File: config.mk
export PLATFORM = sky130hd
export DESIGN_NAME = biquad_coeff_loader_flat
export DESIGN_NICKNAME = d
export VERILOG_FILES = /design/src/rtl/biquad_coeff_loader_if.sv /design/src/rtl/biquad_coeff_loader.sv /design/src/flat_wrapper.sv
export SDC_FILE = /design/constraint.sdc
export NUM_CORES = 1
export LEC_CHECK = 0
export CORE_AREA = 8 8 269 400
export CTS_BUF_LIST = sky130_fd_sc_hd__clkbuf_8
export CTS_CLUSTER_SIZE = 12
export DETAILED_ROUTE_END_ITERATION = 6
export DIE_AREA = 0 0 277 408
export PLACE_DENSITY_LB_ADDON = 0.12
export SETUP_SLACK_MARGIN = 0.02
export SLEW_MARGIN = 20
export SYNTH_ARGS = -nofsm -noshare
export SYNTH_HDL_FRONTEND = slang
export SYNTH_SLANG_ARGS = --single-unit
File: constraint.sdc
create_clock -name wb_clk_i -period 3.95 [get_ports wb_clk_i]
set_input_delay 0.5925 -clock wb_clk_i [delete_from_list [all_inputs] [get_ports wb_clk_i]]
set_output_delay 0.5925 -clock wb_clk_i [all_outputs]
set_load 0.005 [all_outputs]
File: src/rtl/biquad_coeff_loader_if.sv
// rtl/biquad_coeff_loader_if.sv - Wishbone classic write bus between coefficient loader and filter target
interface biquad_coeff_loader_if;
    logic        wb_cyc_o;
    logic        wb_stb_o;
    logic        wb_we_o;
    logic [21:0] wb_adr_o;
    logic [31:0] wb_dat_o;
    logic [3:0]  wb_sel_o;
    logic        wb_ack_i;
    logic        wb_err_i;
    logic        wb_rty_i;
    logic [31:0] wb_dat_i;

    modport master (
        output wb_cyc_o, wb_stb_o, wb_we_o, wb_adr_o, wb_dat_o, wb_sel_o,
        input  wb_ack_i, wb_err_i, wb_rty_i, wb_dat_i
    );

    modport slave (
        input  wb_cyc_o, wb_stb_o, wb_we_o, wb_adr_o, wb_dat_o, wb_sel_o,
        output wb_ack_i, wb_err_i, wb_rty_i, wb_dat_i
    );
endinterface

File: src/rtl/biquad_coeff_loader.sv
// rtl/biquad_coeff_loader.sv - staged biquad coefficient burst writer with post-load filter reset pulse
module biquad_coeff_loader #(
    parameter int DEPTH       = 32,
    parameter int ADDR_STRIDE = 4,
    parameter int TIMEOUT     = 255,
    parameter int MAX_RETRY   = 3,
    parameter int RST_CYCLES  = 4
) (
    input  logic                     wb_clk_i,
    input  logic                     wb_rst_n_i,
    input  logic                     buf_we_i,
    input  logic [$clog2(DEPTH)-1:0] buf_addr_i,
    input  logic [31:0]              buf_dat_i,
    input  logic                     start_i,
    input  logic [21:0]              base_adr_i,
    input  logic [$clog2(DEPTH):0]   count_i,
    output logic                     busy_o,
    output logic                     done_o,
    output logic [2:0]               status_o,
    output logic                     reset_BQ_o,
    biquad_coeff_loader_if.master    wb
);
    localparam int AW = $clog2(DEPTH);
    localparam int TW = $clog2(TIMEOUT + 1);
    localparam int RW = $clog2(MAX_RETRY + 2);
    localparam int PW = $clog2(RST_CYCLES + 1);
    localparam logic [AW:0]   DEPTH_C    = DEPTH[AW:0];
    localparam logic [TW-1:0] TMO_LAST   = TW'(TIMEOUT - 1);
    localparam logic [RW-1:0] RETRY_MAX  = RW'(MAX_RETRY);
    localparam logic [PW-1:0] PULSE_LAST = PW'(RST_CYCLES - 1);

    typedef enum logic [2:0] {IDLE, FETCH, ISSUE, RSTPULSE, FINISH} state_t;

    state_t        state;
    logic [31:0]   mem [DEPTH];
    logic [21:0]   base;
    logic [AW:0]   count;
    logic [AW:0]   idx;
    logic [TW-1:0] tmo;
    logic [RW-1:0] retry;
    logic [PW-1:0] pulse;
    logic [21:0]   stride_off;
    logic          resp;

    wire unused_rd_dat = ^wb.wb_dat_i;

    // Address arithmetic wraps modulo the 22-bit target space.
    assign stride_off = 22'(ADDR_STRIDE * idx);
    assign resp       = wb.wb_err_i | wb.wb_rty_i | wb.wb_ack_i | (tmo == TMO_LAST);

    // Staging buffer is frozen while a load is in flight so the burst is atomic.
    always_ff @(posedge wb_clk_i) begin
        if (buf_we_i && !busy_o)
            mem[buf_addr_i] <= buf_dat_i;
    end

    always_ff @(posedge wb_clk_i or negedge wb_rst_n_i) begin
        if (!wb_rst_n_i) begin
            state       <= IDLE;
            base        <= '0;
            count       <= '0;
            idx         <= '0;
            tmo         <= '0;
            retry       <= '0;
            pulse       <= '0;
            busy_o      <= 1'b0;
            done_o      <= 1'b0;
            status_o    <= 3'd0;
            reset_BQ_o  <= 1'b0;
            wb.wb_cyc_o <= 1'b0;
            wb.wb_stb_o <= 1'b0;
            wb.wb_we_o  <= 1'b0;
            wb.wb_adr_o <= '0;
            wb.wb_dat_o <= '0;
            wb.wb_sel_o <= 4'h0;
        end else begin
            done_o <= 1'b0;
            case (state)
                IDLE: begin
                    if (start_i) begin
                        base  <= base_adr_i;
                        count <= count_i;
                        idx   <= '0;
                        retry <= '0;
                        if (count_i == '0) begin
                            state    <= FINISH;
                            done_o   <= 1'b1;
                            status_o <= 3'd0;
                        end else if (count_i > DEPTH_C) begin
                            state    <= FINISH;
                            done_o   <= 1'b1;
                            status_o <= 3'd4;
                        end else begin
                            state  <= FETCH;
                            busy_o <= 1'b1;
                        end
                    end
                end
                FETCH: begin
                    wb.wb_dat_o <= mem[idx[AW-1:0]];
                    wb.wb_adr_o <= base + stride_off;
                    wb.wb_cyc_o <= 1'b1;
                    wb.wb_stb_o <= 1'b1;
                    wb.wb_we_o  <= 1'b1;
                    wb.wb_sel_o <= 4'hF;
                    tmo         <= '0;
                    state       <= ISSUE;
                end
                ISSUE: begin
                    tmo <= tmo + 1'b1;
                    if (resp) begin
                        wb.wb_cyc_o <= 1'b0;
                        wb.wb_stb_o <= 1'b0;
                        wb.wb_we_o  <= 1'b0;
                        wb.wb_sel_o <= 4'h0;
                    end
                    // Same-cycle responses resolve as err over rty over ack.
                    if (wb.wb_err_i) begin
                        state    <= FINISH;
                        busy_o   <= 1'b0;
                        done_o   <= 1'b1;
                        status_o <= 3'd1;
                    end else if (wb.wb_rty_i) begin
                        if (retry == RETRY_MAX) begin
                            state    <= FINISH;
                            busy_o   <= 1'b0;
                            done_o   <= 1'b1;
                            status_o <= 3'd3;
                        end else begin
                            retry <= retry + 1'b1;
                            state <= FETCH;
                        end
                    end else if (wb.wb_ack_i) begin
                        retry <= '0;
                        idx   <= idx + 1'b1;
                        if (idx + 1'b1 == count) begin
                            state      <= RSTPULSE;
                            reset_BQ_o <= 1'b1;
                            pulse      <= '0;
                        end else begin
                            state <= FETCH;
                        end
                    end else if (tmo == TMO_LAST) begin
                        state    <= FINISH;
                        busy_o   <= 1'b0;
                        done_o   <= 1'b1;
                        status_o <= 3'd2;
                    end
                end
                RSTPULSE: begin
                    if (pulse == PULSE_LAST) begin
                        reset_BQ_o <= 1'b0;
                        state      <= FINISH;
                        busy_o     <= 1'b0;
                        done_o     <= 1'b1;
                        status_o   <= 3'd0;
                    end else begin
                        pulse <= pulse + 1'b1;
                    end
                end
                FINISH: begin
                    state <= IDLE;
                end
                default: begin
                    state <= IDLE;
                end
            endcase
        end
    end
endmodule

File: src/flat_wrapper.sv
// flat-port wrapper written by rule: the top's interface ports become plain ports
module biquad_coeff_loader_flat 
#(
    parameter int DEPTH       = 32,
    parameter int ADDR_STRIDE = 4,
    parameter int TIMEOUT     = 255,
    parameter int MAX_RETRY   = 3,
    parameter int RST_CYCLES  = 4
)
  (wb_clk_i, wb_rst_n_i, buf_we_i, buf_addr_i, buf_dat_i, start_i, base_adr_i, count_i, busy_o, done_o, status_o, reset_BQ_o, wb_wb_cyc_o, wb_wb_stb_o, wb_wb_we_o, wb_wb_adr_o, wb_wb_dat_o, wb_wb_sel_o, wb_wb_ack_i, wb_wb_err_i, wb_wb_rty_i, wb_wb_dat_i);
  biquad_coeff_loader_if wb_i ();
  input  logic wb_clk_i;
  input  logic wb_rst_n_i;
  input  logic buf_we_i;
  input  logic [$clog2(DEPTH)-1:0] buf_addr_i;
  input  logic [31:0] buf_dat_i;
  input  logic start_i;
  input  logic [21:0] base_adr_i;
  input  logic [$clog2(DEPTH):0] count_i;
  output logic busy_o;
  output logic done_o;
  output logic [2:0] status_o;
  output logic reset_BQ_o;
  output wire logic [$bits(wb_i.wb_cyc_o)-1:0] wb_wb_cyc_o;
  output wire logic [$bits(wb_i.wb_stb_o)-1:0] wb_wb_stb_o;
  output wire logic [$bits(wb_i.wb_we_o)-1:0] wb_wb_we_o;
  output wire logic [$bits(wb_i.wb_adr_o)-1:0] wb_wb_adr_o;
  output wire logic [$bits(wb_i.wb_dat_o)-1:0] wb_wb_dat_o;
  output wire logic [$bits(wb_i.wb_sel_o)-1:0] wb_wb_sel_o;
  input wire logic [$bits(wb_i.wb_ack_i)-1:0] wb_wb_ack_i;
  input wire logic [$bits(wb_i.wb_err_i)-1:0] wb_wb_err_i;
  input wire logic [$bits(wb_i.wb_rty_i)-1:0] wb_wb_rty_i;
  input wire logic [$bits(wb_i.wb_dat_i)-1:0] wb_wb_dat_i;
  assign wb_wb_cyc_o = wb_i.wb_cyc_o;
  assign wb_wb_stb_o = wb_i.wb_stb_o;
  assign wb_wb_we_o = wb_i.wb_we_o;
  assign wb_wb_adr_o = wb_i.wb_adr_o;
  assign wb_wb_dat_o = wb_i.wb_dat_o;
  assign wb_wb_sel_o = wb_i.wb_sel_o;
  assign wb_i.wb_ack_i = wb_wb_ack_i;
  assign wb_i.wb_err_i = wb_wb_err_i;
  assign wb_i.wb_rty_i = wb_wb_rty_i;
  assign wb_i.wb_dat_i = wb_wb_dat_i;
  biquad_coeff_loader #(.DEPTH(DEPTH), .ADDR_STRIDE(ADDR_STRIDE), .TIMEOUT(TIMEOUT), .MAX_RETRY(MAX_RETRY), .RST_CYCLES(RST_CYCLES)) u_core (.wb_clk_i(wb_clk_i), .wb_rst_n_i(wb_rst_n_i), .buf_we_i(buf_we_i), .buf_addr_i(buf_addr_i), .buf_dat_i(buf_dat_i), .start_i(start_i), .base_adr_i(base_adr_i), .count_i(count_i), .busy_o(busy_o), .done_o(done_o), .status_o(status_o), .reset_BQ_o(reset_BQ_o), .wb(wb_i));
endmodule
* Word-level counts from Yosys, hierarchy flattened
Memories as Yosys holds them, arrays and structs flattened. A register that Yosys moved wholly into a read port is not among the register bits. Index checks and enable logic that the tools add are counted.
Storage, ports and cells: bits in writable memories 1024, flip-flop bits (word level) 84, word-level logic and storage cells 136, memories 1, input port bits 104, output and inout port bits 67
Operators by class: $lt $le $gt $ge 1, $add $sub $neg 5, mux-type cells 70, bitwise gates (word level) 3, equality and inequality tests 24, reduce and logical (&&, ||, !) cells 18
Memory list:
- u_core.mem | words 32, bits a word 32, rd ports 1, clocked after Yosys merged registers in 1, wr ports 1, line biquad_coeff_loader.sv:35 | logic [31:0] mem [DEPTH];
Operators with widths (count):
- $mux 3 | 28
- $mux 1 | 25
- $mux 6 | 4
- $add 22x8->22 | 1
- $pmux 8 s2 | 1
- $ne 2x2->1 const B | 7
- $eq 3x2->1 const B | 4
- $pmux 3 s2 | 2
- $pmux 3 s4 | 1
- $pmux 6 s2 | 1
- $reduce_and 6->1 | 2
- $reduce_and 5->1 | 2
- $pmux 3 s3 | 1
- $add 8x1->8 const B | 1
- $eq 8x8->1 const B | 1
- $ne 4x3->1 const B | 2
- $pmux 4 s2 | 1
- $reduce_and 8->1 | 1
- $reduce_and 7->1 | 1
- $add 3x1->3 const B | 2
- $add 6x1->6 const B | 1
- $eq 6x6->1 | 1
- $gt 6x6->1 const B | 1
- $logic_not 6->1 | 1
- 18 further kinds | 29

* Logic depth before layout (Yosys ltp)
depth after elaboration 7, depth in mapped cells 8

* Least setup slack after synthesis
Ideal clock, no wire load.
path type input to register, start input port buf_we_i, end memory u_core.mem[13][0], enable pin, cell stages on the path 4, arrival 2669 ps, data required time 3529 ps, path slack 860 ps, cell sequence nand2b_1 -> or3b_2 -> clkbuf_1 -> nor2_1
Between the ends: word-level cells in the longest chain between the ends 3
Ends and longest elaborated chain:
- start, declared | line flat_wrapper.sv:14 | input logic buf_we_i;
- $logic_and 1x1->1 | line biquad_coeff_loader.sv:53 | if (buf_we_i && !busy_o)
- $mux 1 | line biquad_coeff_loader.sv:53
- $mux 1 (implied by the code) | line biquad_coeff_loader.sv:54 | mem[buf_addr_i] <= buf_dat_i;
- end, declared | line biquad_coeff_loader.sv:35
No other way between the ends.

==> flow_metrics.env <==
export IMPL_peakVddDrop_mv=0.347
export IMPL_setup_tns_ps=0
export IMPL_grt_pass1_wl_um=172000
export IMPL_max_slew_margin_rel_pct=23.8
export IMPL_h_tree_depth=4
export IMPL_p_int_mw=19.8
export IMPL_ys_ff_latch=1136
export IMPL_crit_family="simple AND/OR/NAND/NOR gates"
export IMPL_start_util_pct=43.5
export IMPL_fin_crit_sh_pct=72.5
export IMPL_final_nets=2823
export IMPL_slowest_delay_ps=920
export IMPL_yosysWarnings=0
export IMPL_end_kind="flip-flop"
export IMPL_p_sw_share_pct=26.0
export IMPL_grtUsageMet3_pct=4.45
export IMPL_wl_per_cell_um=28.7
export IMPL_clock_latency_ps=860
export IMPL_io_buffer_count=138
export IMPL_fmax_mhz=349
export IMPL_core_area_um2=102000
export IMPL_power_mw=26.7
export IMPL_status="finished, final reports clean"
export IMPL_async_flop_share_pct=9.86
export IMPL_cp_required_ps=4680
export IMPL_grtUsageTotal_pct=20.9
export IMPL_drtPass1Iterations=5
export IMPL_p_comb_share_pct=13.1
export IMPL_path_class="flip-flop to flip-flop"
export IMPL_grt_pass1_vias=24800
export IMPL_rr_worst_depth=5
export IMPL_die_width_um=277
export IMPL_via_count=23500
export IMPL_path_clk_slew_ps=60
export IMPL_arrival_ps=3590
export IMPL_antenna_found_initial=8
export IMPL_power_frac_seq_pct=52.9
export IMPL_totalWireLength_um=119000
export IMPL_path_depth=5
export IMPL_hold_violations=0
export IMPL_synth_cell_type_count=65
export IMPL_cp_max_fo=25
export IMPL_clock_skew_ps=46.6
export IMPL_syn_to_final_growth_pct=15.8
export IMPL_period_needed_ps=2860
export IMPL_syn_inst=2418
export IMPL_multi_input_area_um2=10300
export IMPL_cts_buffer_depth=3
export IMPL_seqCellArea_um2=33600
export IMPL_die_area_um2=113000
export IMPL_worstPathBufferInverterCount=1
export IMPL_root_buffer="clkbuf_8"
export IMPL_hold_path_class="input port to flip-flop"
export IMPL_finalMaxSlewViolations=0
export IMPL_p_switching_mw=6.96
export IMPL_grtUsageMet2_pct=38.1
export IMPL_leakagePower_nw=16.3
export IMPL_fillers=8447
export IMPL_cts_made_buffers=170
export IMPL_cts_tree="built"
export IMPL_hold_worst_slack_ps=273
export IMPL_regToRegSetupSlack_ps=1090
export IMPL_maxCapViolCount=0
export IMPL_gp_congestion=0.789
export IMPL_synth_flop_cell="edfxtp_1"
export IMPL_grt_ovfl_total=0
export IMPL_drc=0
export IMPL_row_count=144
export IMPL_rsz0062_at_grt="false"
export IMPL_worst_pin_slew_ps=1140
export IMPL_numClockSinks=1136
export IMPL_synth_net_count=2536
export IMPL_setup_viol=0
export IMPL_cts_resized=0
export IMPL_syn_area_um2=44300
export IMPL_drive_above_1_share_pct=18.9
export IMPL_die_y_um=408
export IMPL_clkPwrFrac_pct=34.0
export IMPL_pin_count=171
export IMPL_via_per_inst=5.66
export IMPL_power_density_nw_per_um2=521
export IMPL_syn_area_per_cell_um2=18.3
export IMPL_ant_nets=0
export IMPL_synth_edf_count=1024
export IMPL_min_path_cells=3
export IMPL_critPathSlowestCell="nor4b_4"
export IMPL_top_usage_layer="met2"
export IMPL_met1_usage_pct=24.6
export IMPL_drt_initial_drc_count=1851
export IMPL_path_cells="nor4b_4 -> buf_4 -> a22oi_1 -> nand4_1 -> o31ai_1"
export IMPL_start_kind="flip-flop"
export IMPL_dpl_hpwl_um=70500
export IMPL_synth_seq_area_share_pct=75.7
export IMPL_grt_max_degree=69
## placed cells by master (no fill, tap or decap), types with 17 or more instances in the layout
cell / netlist / final
a22oi_1: 128 / 128
buf_12: 0 / 28
buf_2: 36 / 17
buf_4: 30 / 79
clkbuf_8: 0 / 183
clkdlybuf4s50_1: 0 / 120
clkinv_1: 0 / 20
clkinv_2: 0 / 22
dfrtp_1: 112 / 109
edfxtp_1: 1024 / 1024
inv_1: 23 / 87
mux2i_1: 291 / 291
mux4_2: 128 / 128
nand2_1: 184 / 183
nand3_1: 17 / 17
nand4_1: 43 / 43
nor2_1: 65 / 33
nor2_4: 0 / 32
o21ai_0: 90 / 90
o31ai_1: 37 / 37
## per-stage QoR
step	utilization (%)	setup slack, ps	std cells	area, um^2
after global routing	50.3	987	4157	51300
after global placement	47.2	820	3845	48200
final	50.3	1090	4157	51300
after detailed placement	47.2	826	3846	48200
after CTS	50.4	1050	4156	51400
after floorplan	-	860	2418	44300
## Yosys cell counts (2+ instances only)
master	number	area share (%)
nor3_1	5	0.056
a31oi_1	9	0.13
a22oi_1	128	2.2
o22ai_1	3	0.042
nand2b_1	3	0.042
dfrtp_1	112	6.3
mux4_2	128	6.5
edfxtp_1	1024	69
inv_1	23	0.19
a21o_1	3	0.051
nand4b_1	2	0.040
a22o_1	12	0.24
buf_2	36	0.41
xor2_1	9	0.18
buf_6	4	0.10
nand2_1	184	1.6
nor4bb_1	2	0.045
and3_1	4	0.056
and2_1	5	0.071
buf_4	30	0.51
nand3_1	17	0.19
mux2i_1	291	6.6
clkbuf_1	58	0.49
or3b_2	2	0.040
o21a_1	3	0.051
ha_1	13	0.37
nand3b_1	6	0.10
nor4_1	2	0.028
xnor2_1	8	0.16
o21ai_1	2	0.023
or3_1	10	0.14
nor3b_2	2	0.056
a211oi_1	4	0.068
nor4b_2	3	0.10
nor2b_1	4	0.056
nand4_1	43	0.61
o21ai_0	90	1.0
buf_1	3	0.025
o31ai_1	37	0.63
nor2_1	65	0.55
o211ai_1	2	0.034
a21oi_1	4	0.045
## kinds of logic after synthesis
family | share of synthesized area, %
flops | 75.7
simple gates | 4.01
mux | 13.1
buf+inv | 1.74
xor+xnor | 0.336
compound gates | 4.69
fa+ha+maj | 0.412
## layout make-up
type	count	area share (%)
flip-flops and latches	1136	65.4
well taps	1314	3.20
inverters	23	0.168
clock buffers	183	4.91
multi-input cells	1127	20.1
clock inverters	126	1.34
diodes	1	0.00488
repair buffers	247	4.82
## worst min-delay path: cells and delay by family
kind,cells,cell delay (ps)
buffers and inverters,1,400
and+or+nand+nor,2,100
## final timing paths
check                                      startpoint                      to
worst max-delay path                    u_core.idx[3]  u_core.wb.wb_dat_o[18]
worst min-delay path                    base_adr_i[1]          u_core.base[1]
worst max register to register          u_core.idx[3]  u_core.wb.wb_dat_o[18]
worst min register to register  u_core.wb.wb_adr_o[7]   u_core.wb.wb_adr_o[7]
max in group asynchronous                  wb_rst_n_i   u_core.wb.wb_dat_o[5]
min in group asynchronous                  wb_rst_n_i      u_core.status_o[0]
## registers in the layout, summed over array words and instances (netlist names)
signal / count
u_core.mem: 1024
u_core.reset_BQ_o: 1
u_core.pulse: 3
u_core.count: 6
u_core.tmo: 8
u_core.busy_o: 1
u_core.retry: 3
u_core.wb.wb_adr_o: 22
u_core.idx: 6
u_core.wb.wb_dat_o: 32
u_core.status_o: 3
u_core.wb.wb_sel_o: 1
u_core.base: 22
u_core.state: 3
u_core.done_o: 1
## per-layer routing
layer  part of all wire (%)  vias up
met5                  0.055        -
met4                    2.7       10
met3                    5.3      191
met2                     53      713
met1                     39    12300
li1                       -    10300
## what timing repair did
action	CTS	global route
endpoints found under the hold margin	55	0
setup buffers	0	0
hold buffers	1	0
## power by group through the flow
stage,registers [mW],clock network (mW),logic (mW)
6_report,14.1,9.10,3.50
5_1_grt,14.2,9.81,3.83
4_1_cts,14.2,9.35,3.61
3_5_place_dp,14.4,0,3.60
3_3_place_gp,14.4,0,3.55
2_1_floorplan,14.2,0,1.90
Note: power is estimated with default switching activity, not from simulation.
